<file path="config.mk">
export PLATFORM = sky130hd
export DESIGN_NAME = des_key_schedule_bidir
export DESIGN_NICKNAME = d
export VERILOG_FILES = /design/src/rtl/des_pkg.sv /design/src/rtl/des_pc2_select.sv /design/src/rtl/des_key_schedule_bidir.sv
export SDC_FILE = /design/constraint.sdc
export NUM_CORES = 1
export LEC_CHECK = 0
export CORE_ASPECT_RATIO = 0.6
export CORE_MARGIN = 5
export CORE_UTILIZATION = 49
export CTS_BUF_LIST = sky130_fd_sc_hd__clkbuf_2
export DETAILED_ROUTE_END_ITERATION = 12
export PLACE_DENSITY = 0.83
export SYNTH_ARGS = -nofsm -noshare
export SYNTH_HDL_FRONTEND = slang
export SYNTH_SLANG_ARGS = --single-unit
</file>
<file path="constraint.sdc">
create_clock -name clk -period 2.1 [get_ports clk]
set_input_delay 0.42 -clock clk [delete_from_list [all_inputs] [get_ports clk]]
set_output_delay 0.42 -clock clk [all_outputs]
set_load 0.1 [all_outputs]
</file>
<file path="src/rtl/des_pkg.sv">
// Shared DES key-schedule tables and types: PC-1/PC-2 (1-based DES bit numbers,
// MSB-first) and the per-round left-rotation schedule.
package des_pkg;

   typedef logic [0:27] half_key_t;
   typedef logic [0:47] subkey_t;
   typedef logic [0:63] des_key_t;

   typedef enum logic {IDLE, RUN} ks_state_t;

   localparam logic [5:0] PC1 [0:55] = '{
      6'd57, 6'd49, 6'd41, 6'd33, 6'd25, 6'd17, 6'd9,
      6'd1,  6'd58, 6'd50, 6'd42, 6'd34, 6'd26, 6'd18,
      6'd10, 6'd2,  6'd59, 6'd51, 6'd43, 6'd35, 6'd27,
      6'd19, 6'd11, 6'd3,  6'd60, 6'd52, 6'd44, 6'd36,
      6'd63, 6'd55, 6'd47, 6'd39, 6'd31, 6'd23, 6'd15,
      6'd7,  6'd62, 6'd54, 6'd46, 6'd38, 6'd30, 6'd22,
      6'd14, 6'd6,  6'd61, 6'd53, 6'd45, 6'd37, 6'd29,
      6'd21, 6'd13, 6'd5,  6'd28, 6'd20, 6'd12, 6'd4
   };

   localparam logic [5:0] PC2 [0:47] = '{
      6'd14, 6'd17, 6'd11, 6'd24, 6'd1,  6'd5,
      6'd3,  6'd28, 6'd15, 6'd6,  6'd21, 6'd10,
      6'd23, 6'd19, 6'd12, 6'd4,  6'd26, 6'd8,
      6'd16, 6'd7,  6'd27, 6'd20, 6'd13, 6'd2,
      6'd41, 6'd52, 6'd31, 6'd37, 6'd47, 6'd55,
      6'd30, 6'd40, 6'd51, 6'd45, 6'd33, 6'd48,
      6'd44, 6'd49, 6'd39, 6'd56, 6'd34, 6'd53,
      6'd46, 6'd42, 6'd50, 6'd36, 6'd29, 6'd32
   };

   localparam logic [1:0] SHIFT_SCHEDULE [0:15] = '{
      2'd1, 2'd1, 2'd2, 2'd2, 2'd2, 2'd2, 2'd2, 2'd2,
      2'd1, 2'd2, 2'd2, 2'd2, 2'd2, 2'd2, 2'd2, 2'd1
   };

endpackage

</file>
<file path="src/rtl/des_pc2_select.sv">
// PC-2 compression: selects the 48 round-subkey bits from the 56-bit C||D state.
module des_pc2_select
   import des_pkg::*;
(
   input  logic [0:27] c_i,
   input  logic [0:27] d_i,
   output logic [0:47] subkey_o
);

   logic [0:55] cd;
   assign cd = {c_i, d_i};

   for (genvar g = 0; g < 48; g++) begin : g_pc2
      assign subkey_o[g] = cd[PC2[g] - 6'd1];
   end

   // PC-2 drops these eight C||D positions.
   logic unused_cd_bits;
   assign unused_cd_bits = ^{cd[8], cd[17], cd[21], cd[24], cd[34], cd[37], cd[42], cd[53]};

endmodule

</file>
<file path="src/rtl/des_key_schedule_bidir.sv">
// Sequential DES subkey generator: K1..K16 (left rotations) or K16..K1 (right
// rotations), one subkey per valid/ready handshake.
module des_key_schedule_bidir
   import des_pkg::*;
#(
   parameter int unsigned NUM_ROUNDS = 16
)
(
   input  logic        clk,
   input  logic        n_rst,
   input  logic [0:63] key_in,
   input  logic        decrypt,
   input  logic        key_load,
   output logic        load_ready,
   output logic [0:47] subkey,
   output logic        subkey_valid,
   input  logic        subkey_ready,
   output logic [3:0]  round_idx,
   output logic        last_subkey
);

   localparam logic [3:0] LAST_ROUND = 4'(NUM_ROUNDS - 1);

   ks_state_t  state_q, state_d;
   half_key_t  c_q, c_d, d_q, d_d;
   logic       mode_q, mode_d;
   logic [3:0] round_q, round_d;
   subkey_t    subkey_q, subkey_d;

   function automatic half_key_t rot(input half_key_t h, input logic [1:0] amt,
                                     input logic right);
      case (amt)
         2'd1:    return right ? {h[27], h[0:26]}    : {h[1:27], h[0]};
         2'd2:    return right ? {h[26:27], h[0:25]} : {h[2:27], h[0:1]};
         default: return h;
      endcase
   endfunction

   logic [0:55] pc1_key;
   for (genvar g = 0; g < 56; g++) begin : g_pc1
      assign pc1_key[g] = key_in[PC1[g] - 6'd1];
   end

   logic unused_parity;
   assign unused_parity = ^{key_in[7], key_in[15], key_in[23], key_in[31],
                            key_in[39], key_in[47], key_in[55], key_in[63]};

   assign load_ready   = (state_q == IDLE);
   assign subkey_valid = (state_q == RUN);
   assign round_idx    = round_q;
   assign subkey       = subkey_q;
   assign last_subkey  = subkey_valid && (mode_q ? (round_q == '0) : (round_q == LAST_ROUND));

   always_comb begin
      state_d = state_q;
      c_d     = c_q;
      d_d     = d_q;
      mode_d  = mode_q;
      round_d = round_q;
      unique case (state_q)
         IDLE: begin
            if (key_load) begin
               // Decrypt starts unrotated: C0/D0 equals C16/D16 after 28 total shifts.
               state_d = RUN;
               mode_d  = decrypt;
               c_d     = rot(pc1_key[0:27],  decrypt ? 2'd0 : SHIFT_SCHEDULE[0], 1'b0);
               d_d     = rot(pc1_key[28:55], decrypt ? 2'd0 : SHIFT_SCHEDULE[0], 1'b0);
               round_d = decrypt ? LAST_ROUND : '0;
            end
         end
         RUN: begin
            if (subkey_ready) begin
               if (last_subkey) begin
                  state_d = IDLE;
               end else if (mode_q) begin
                  c_d     = rot(c_q, SHIFT_SCHEDULE[round_q], 1'b1);
                  d_d     = rot(d_q, SHIFT_SCHEDULE[round_q], 1'b1);
                  round_d = round_q - 4'd1;
               end else begin
                  c_d     = rot(c_q, SHIFT_SCHEDULE[round_q + 4'd1], 1'b0);
                  d_d     = rot(d_q, SHIFT_SCHEDULE[round_q + 4'd1], 1'b0);
                  round_d = round_q + 4'd1;
               end
            end
         end
         default: state_d = IDLE;
      endcase
   end

   des_pc2_select u_pc2 (
      .c_i      (c_d),
      .d_i      (d_d),
      .subkey_o (subkey_d)
   );

   always_ff @(posedge clk) begin
      if (!n_rst) begin
         state_q  <= IDLE;
         c_q      <= '0;
         d_q      <= '0;
         mode_q   <= 1'b0;
         round_q  <= '0;
         subkey_q <= '0;
      end else begin
         state_q  <= state_d;
         c_q      <= c_d;
         d_q      <= d_d;
         mode_q   <= mode_d;
         round_q  <= round_d;
         subkey_q <= subkey_d;
      end
   end

endmodule

</file>
======== Yosys cells after proc, flatten, opt, wreduce, memory -nomap -nowiden ========
Memory sizes are Yosys's and may differ from the RTL's.
Index checks and enable logic that the tools add are counted.
word-level totals
  register bits ........................... 110
  bits in read-only memories .............. 64
  output and inout port bits .............. 55
  logic and storage cells ................. 66
  memories kept ........................... 2
memory list
  memory           depth  bits a word  rd ports  clocked after memory_dff  wr ports  RTL line                      RTL
  (no name shown)  16     2            1         0                         0         des_key_schedule_bidir.sv:81  d_d = rot(d_q, SHIFT_SCHEDULE[round_q + 4'd1], 1'b0);
  (no name shown)  16     2            1         0                         0         des_key_schedule_bidir.sv:77  d_d = rot(d_q, SHIFT_SCHEDULE[round_q], 1'b1);
cells by class
  add/subtract/negate cells ............... 2
  $lt $le $gt $ge ......................... 2
  equal/unequal tests ..................... 12
  muxes and demuxes ....................... 32
  bitwise operators ....................... 3
  reductions and logical operators ........ 5
operators with widths
  cell                                                                 count
  28-bit one-hot mux with 2 select lines                               8
  28-bit two-way mux                                                   8
  4-bit two-way mux                                                    5
  5-bit >= comparator (second input constant)                          2
  4-bit inverter with 5-bit output                                     2
  2-bit two-way mux                                                    4
  4-bit one-hot mux with 2 select lines                                1
  2-bit != test (second input constant)                                3
  1-bit two-way mux                                                    5
  5-bit AND reduction                                                  1
  4-bit by 1-bit adder with 4-bit output (second input constant)       1
  2-bit by 1-bit == test with 1-bit output (second input constant)     2
  2-bit == test (second input constant)                                2
  4-bit == test (second input constant)                                1
  4-bit zero test                                                      1
  4-bit by 1-bit != test with 1-bit output (second input constant)     1
  4-bit by 2-bit != test with 1-bit output (second input constant)     1
  4-bit by 1-bit subtractor with 4-bit output (second input constant)  1
  3-bit AND reduction                                                  1
  1-bit by 2-bit == test with 1-bit output (second input constant)     1
  1-bit one-hot mux with 2 select lines                                1
  2-bit AND reduction                                                  1
  1-bit == test (second input constant)                                1
  1-bit logical AND                                                    1
  1-bit inverter                                                       1

======== Logic depth before layout (Yosys ltp) ========
  depth in word-level cells ............... 11
  gate-level depth with buffers ........... 9

======== By module ========
From an unflattened synthesis, not the netlist that was laid out.
second synthesis, totals
  cell total of the unflattened synthesis .. 1035
  area total of the unflattened synthesis .. 9623.0 um^2
by module, submodules not included
  module                  times used  cells each  area an instance (um^2)
  des_key_schedule_bidir  1           987         9262.6
  des_pc2_select          1           48          360.3

======== Least setup slack after synthesis ========
No wires, ideal clock.
  path type ............................... register to register
  start point ............................. register state_q (netlist: subkey_valid)
  end point ............................... register c_q[20]
  setup time .............................. 0.066 ns
  arrival time ............................ 2.961 ns
  slack ................................... -0.927 ns
  cell stages (with the launch flop) ...... 7
  buffers on the path ..................... 1
  cell sequence ........................... dfxtp_1 inv_2 a21oi_2 buf_2 nor2_1 a221o_1 a21oi_2
between the ends
  elaborated cells between the ends (all ways) .. 5
  those cells by class .................... 3 x mux; 1 x bitwise; 1 x reduce/logical
RTL lines
  element                                 RTL line                       RTL
  from (decl)                             des_key_schedule_bidir.sv:24   ks_state_t state_q, state_d;
  from (signal assigned)                  des_key_schedule_bidir.sv:105  state_q <= state_d;
  1-bit inverter (no source line)         n/a
  named net load_ready                    des_key_schedule_bidir.sv:14   output logic load_ready,
  28-bit one-hot mux with 2 select lines  des_key_schedule_bidir.sv:60   unique case (state_q)
  to (signal assigned)                    des_key_schedule_bidir.sv:99   c_q <= '0;
  to (signal assigned)                    des_key_schedule_bidir.sv:106  c_q <= c_d;
  to (decl)                               des_key_schedule_bidir.sv:25   half_key_t c_q, c_d, d_q, d_d;
The timed path passes the listed nets, and every way through them passes these cells. The select of a mux whose other input is x is not followed.
A chain may end at the register's enable or synchronous reset.

======== Final worst setup path ========
  start point ............................. register round_q[1] (netlist: round_idx[1])
  end point ............................... output last_subkey
between the ends
  word-level cells in the longest chain between the ends .. 3
  elaborated cells between the ends (all ways) .. 4
  those cells by class .................... 1 x eq/ne; 1 x mux; 2 x reduce/logical
RTL lines
  element                                                  RTL line                       RTL
  from (decl)                                              des_key_schedule_bidir.sv:27   logic [3:0] round_q, round_d;
  from (signal assigned)                                   des_key_schedule_bidir.sv:109  round_q <= round_d;
  4-bit == test / 4-bit zero test (equally long branches)  des_key_schedule_bidir.sv:52   assign last_subkey = subkey_valid && (mode_q ? (round_q == '0) : (round_q == LAST_ROUND));
  1-bit two-way mux *                                      des_key_schedule_bidir.sv:52
  1-bit logical AND *                                      des_key_schedule_bidir.sv:52
  to (decl)                                                des_key_schedule_bidir.sv:19   output logic last_subkey
Every way passes the cells marked *; elsewhere a longest branch is shown, timed or not.

==> metrics <==
status finished with violations; failing checks setup timing; DP Wirelength 12,400 um; Synth Flop Type dfxtp_1; Die Area 14,400 um2; gate count after technology mapping 739; Crit. path cell count 6; FFs w/ async S/R, synth 0; placed instance area 7140 um2; largest net degree at the start of global routing 58; total length of routed wires 22,200 um; Reg2Reg Depth 10; post-route ant nets 0; Congestion Overflow GR 0; share of cells above drive strength 1 0.356; mapped cell area 5900 um2; GP Congestion 0.837; post-synthesis sequential area ratio 0.210; Final #Nets 895; H-Tree Depth 3; leading area contributor after synthesis dfxtp_1; Fmax 0.448 GHz; flops & latches, synth 62; Die H 95.0 um; post-route cell area 8250 um2; Yosys warnings 0; Clock Latency Late Sink 0.55 ns; Synth area leaders dfxtp_1 (21%), mux2i_1 (9.7%), a221o_1 (9.5%), a21oi_1 (8.1%), nor2_1 (7.4%); Max Slew Vio Count 0; DR pass1 iterations 5; Placed Cells 933; Synth cell types 40; most frequent cells after synthesis nor2_1 (117), a21oi_1 (95), dfxtp_1 (62); slowest cell on the critical path dfxtp_4; CP required 1.68 ns; most used cell, CP buf_12; CP max FO 4; post-route minimum period 2.23 ns; crit start category flop; GRT Resource Usage Total 0.258; Final period util 1.06; WHS 0.458 ns; WL per Instance 22.3 um; final design utilization 0.693; Max Cap Viol 0; Placeable Area 11,900 um2; DRT iter0 DRCs 767; Setup WS pre-CTS -0.00599 ns; Slew @ Worst Pin 0.684 ns; WP data arrival 1.81 ns; Worst VDD drop 290 uV; Post-Syn Nets 810; r2r startpoint round_idx[1]; clock root cell clkbuf_2; CP peak stage delay 0.41 ns; vias in the first global route 5,884; Worst Path Buf+Inv 3; CTS Buf Count 9; clock slew at reported path FFs 0.19 ns; synthesized area per cell 7.99 um2; critical path type flop to primary output; P&R area growth vs syn 39.8%; Critical Path Sink last_subkey; clk buf depth 2; Die Span X 152 um; Finish-stage setup viols 49; Vias 6,447; setup tns final -2.24 ns; port bufs 115; hold buffers post-CTS 0; critical-path cell list inv_4, ha_4, nand4bb_4, a21oi_4, buf_12, buf_12; Reg-to-Reg End subkey[46]; I/O Pins 124; hold crit path type input pin to flop; pwr/cell area 703 nW/um2; CP startpoint round_idx[1]; post-synth top area share 0.210; fin cells 995; Leak 3.33 nW; setup ws final -0.130 ns; CP Capture Type primary output; Post-synth EDFFs 0; Max Clock Skew 0.0343 ns; Avg Vias per Cell 6.48; count leader, synth nor2_1; starting density of the core 0.496; Hold Vio Cnt, Final 0; TritonCTS clock tree done; PnR Total Power 5.80 mW; DRC violations left 0; first-pass GRT wire length 30,000 um; Rows 31; flop2flop setup slack -0.09 ns; initial antenna violation count 1; unrepaired setup endpoints after global routing yes; CP top delay family flip-flops; Clock Sinks 62; slew margin rel. 0.544
power breakdown:
group / internal (mW) / total [mW] / switching (mW)
combinational: 1.56 / 3.60 / 2.04
sequential: 1.31 / 1.53 / 0.222
clock: 0.155 / 0.674 / 0.519
total: 3.03 / 5.80 / 2.78
flip-flops by register name, summed over array words and instances (netlist names):
| name | count |
|---|---|
| round_idx | 4 |
| d_q | 27 |
| subkey_valid | 1 |
| c_q | 27 |
| mode_q | 1 |
| subkey | 2 |
layout by cell type (no fill, tap or decap), types with 2 or more instances in the layout:
| master | Yosys | routed |
|---|---|---|
| inv_1 | 61 | 58 |
| mux2_4 | 0 | 53 |
| ha_4 | 0 | 2 |
| clkbuf_16 | 0 | 10 |
| o21a_1 | 4 | 4 |
| a21oi_2 | 23 | 51 |
| mux2_2 | 36 | 4 |
| clkinv_2 | 0 | 3 |
| o221ai_1 | 48 | 45 |
| inv_4 | 0 | 2 |
| dfxtp_4 | 0 | 5 |
| clkbuf_2 | 0 | 10 |
| mux2i_1 | 57 | 57 |
| clkdlybuf4s50_1 | 0 | 59 |
| nor2_1 | 117 | 117 |
| buf_4 | 51 | 77 |
| a21oi_4 | 0 | 2 |
| buf_6 | 7 | 9 |
| nand2_1 | 5 | 5 |
| o21bai_4 | 0 | 2 |
| a221o_1 | 56 | 56 |
| clkinvlp_4 | 0 | 2 |
| a21oi_1 | 95 | 65 |
| o221ai_2 | 8 | 11 |
| buf_16 | 0 | 2 |
| buf_8 | 0 | 2 |
| dfxtp_1 | 62 | 56 |
| buf_12 | 0 | 32 |
cell families (layout without fill, tap and decap cells):
group,after synthesis,in the layout,share of synthesized area
muxes,114,114,0.205
and+or+nand+nor,134,134,0.0922
adders and majority gates,2,2,0.00424
DFF,62,62,0.210
other,0,1,0
buffers and inverters,182,271,0.164
AOI/OAI and AO/OA,244,245,0.322
xor gates and xnor gates,1,1,0.00148
worst min-delay path by stage:
stage            startpoint            to  slack, ns  cells past startpoint
2_1_floorplan  subkey_ready  subkey_valid       0.50                      1
3_3_place_gp   round_idx[1]  round_idx[1]       0.51                      2
3_5_place_dp   round_idx[1]  round_idx[1]       0.52                      2
4_1_cts        subkey_ready  subkey_valid       0.42                      2
5_1_grt        subkey_ready  subkey_valid       0.41                      2
6_report       subkey_ready  subkey_valid       0.46                      2
layout make-up:
type                       count  area [um2]
multi-input combinational    496        4170
sequential                    62        1260
clock inverter                 6        38.8
clock buffer                  10        50.0
tap                          165         206
antenna                        1        2.50
fill                         865        3660
timing repair buffer         193        2280
inverter                      62         238
repair_timing:
| item | CTS | global route |
|---|---|---|
| setup endpoints to repair | 13 | 61 |
| hold endpoints to repair | 0 | 0 |
| buffers inserted | 10 | 16 |
| resized for setup | 6 | 76 |
| pin swaps | 11 | 39 |
| cloned | 5 | 16 |
routing by layer:
layer	vias to the layer above	GRT usage	routed length [um]
li1	2871	-	-
met1	3053	0.354	8990
met2	453	0.390	9860
met3	70	0.0770	2740
met4	0	0.0867	557
met5	-	0	0
worst register-to-register path: stages (launching register included):
cell       delay, ns
dfxtp_4         0.43
inv_4           0.05
ha_4            0.26
nand2b_4        0.13
a21oi_4         0.06
a211oi_4        0.35
buf_12          0.18
buf_12          0.11
clkbuf_16       0.15
mux2_4          0.30
a21oi_1         0.12
No activity file was read; power rests on OpenSTA's default activity.
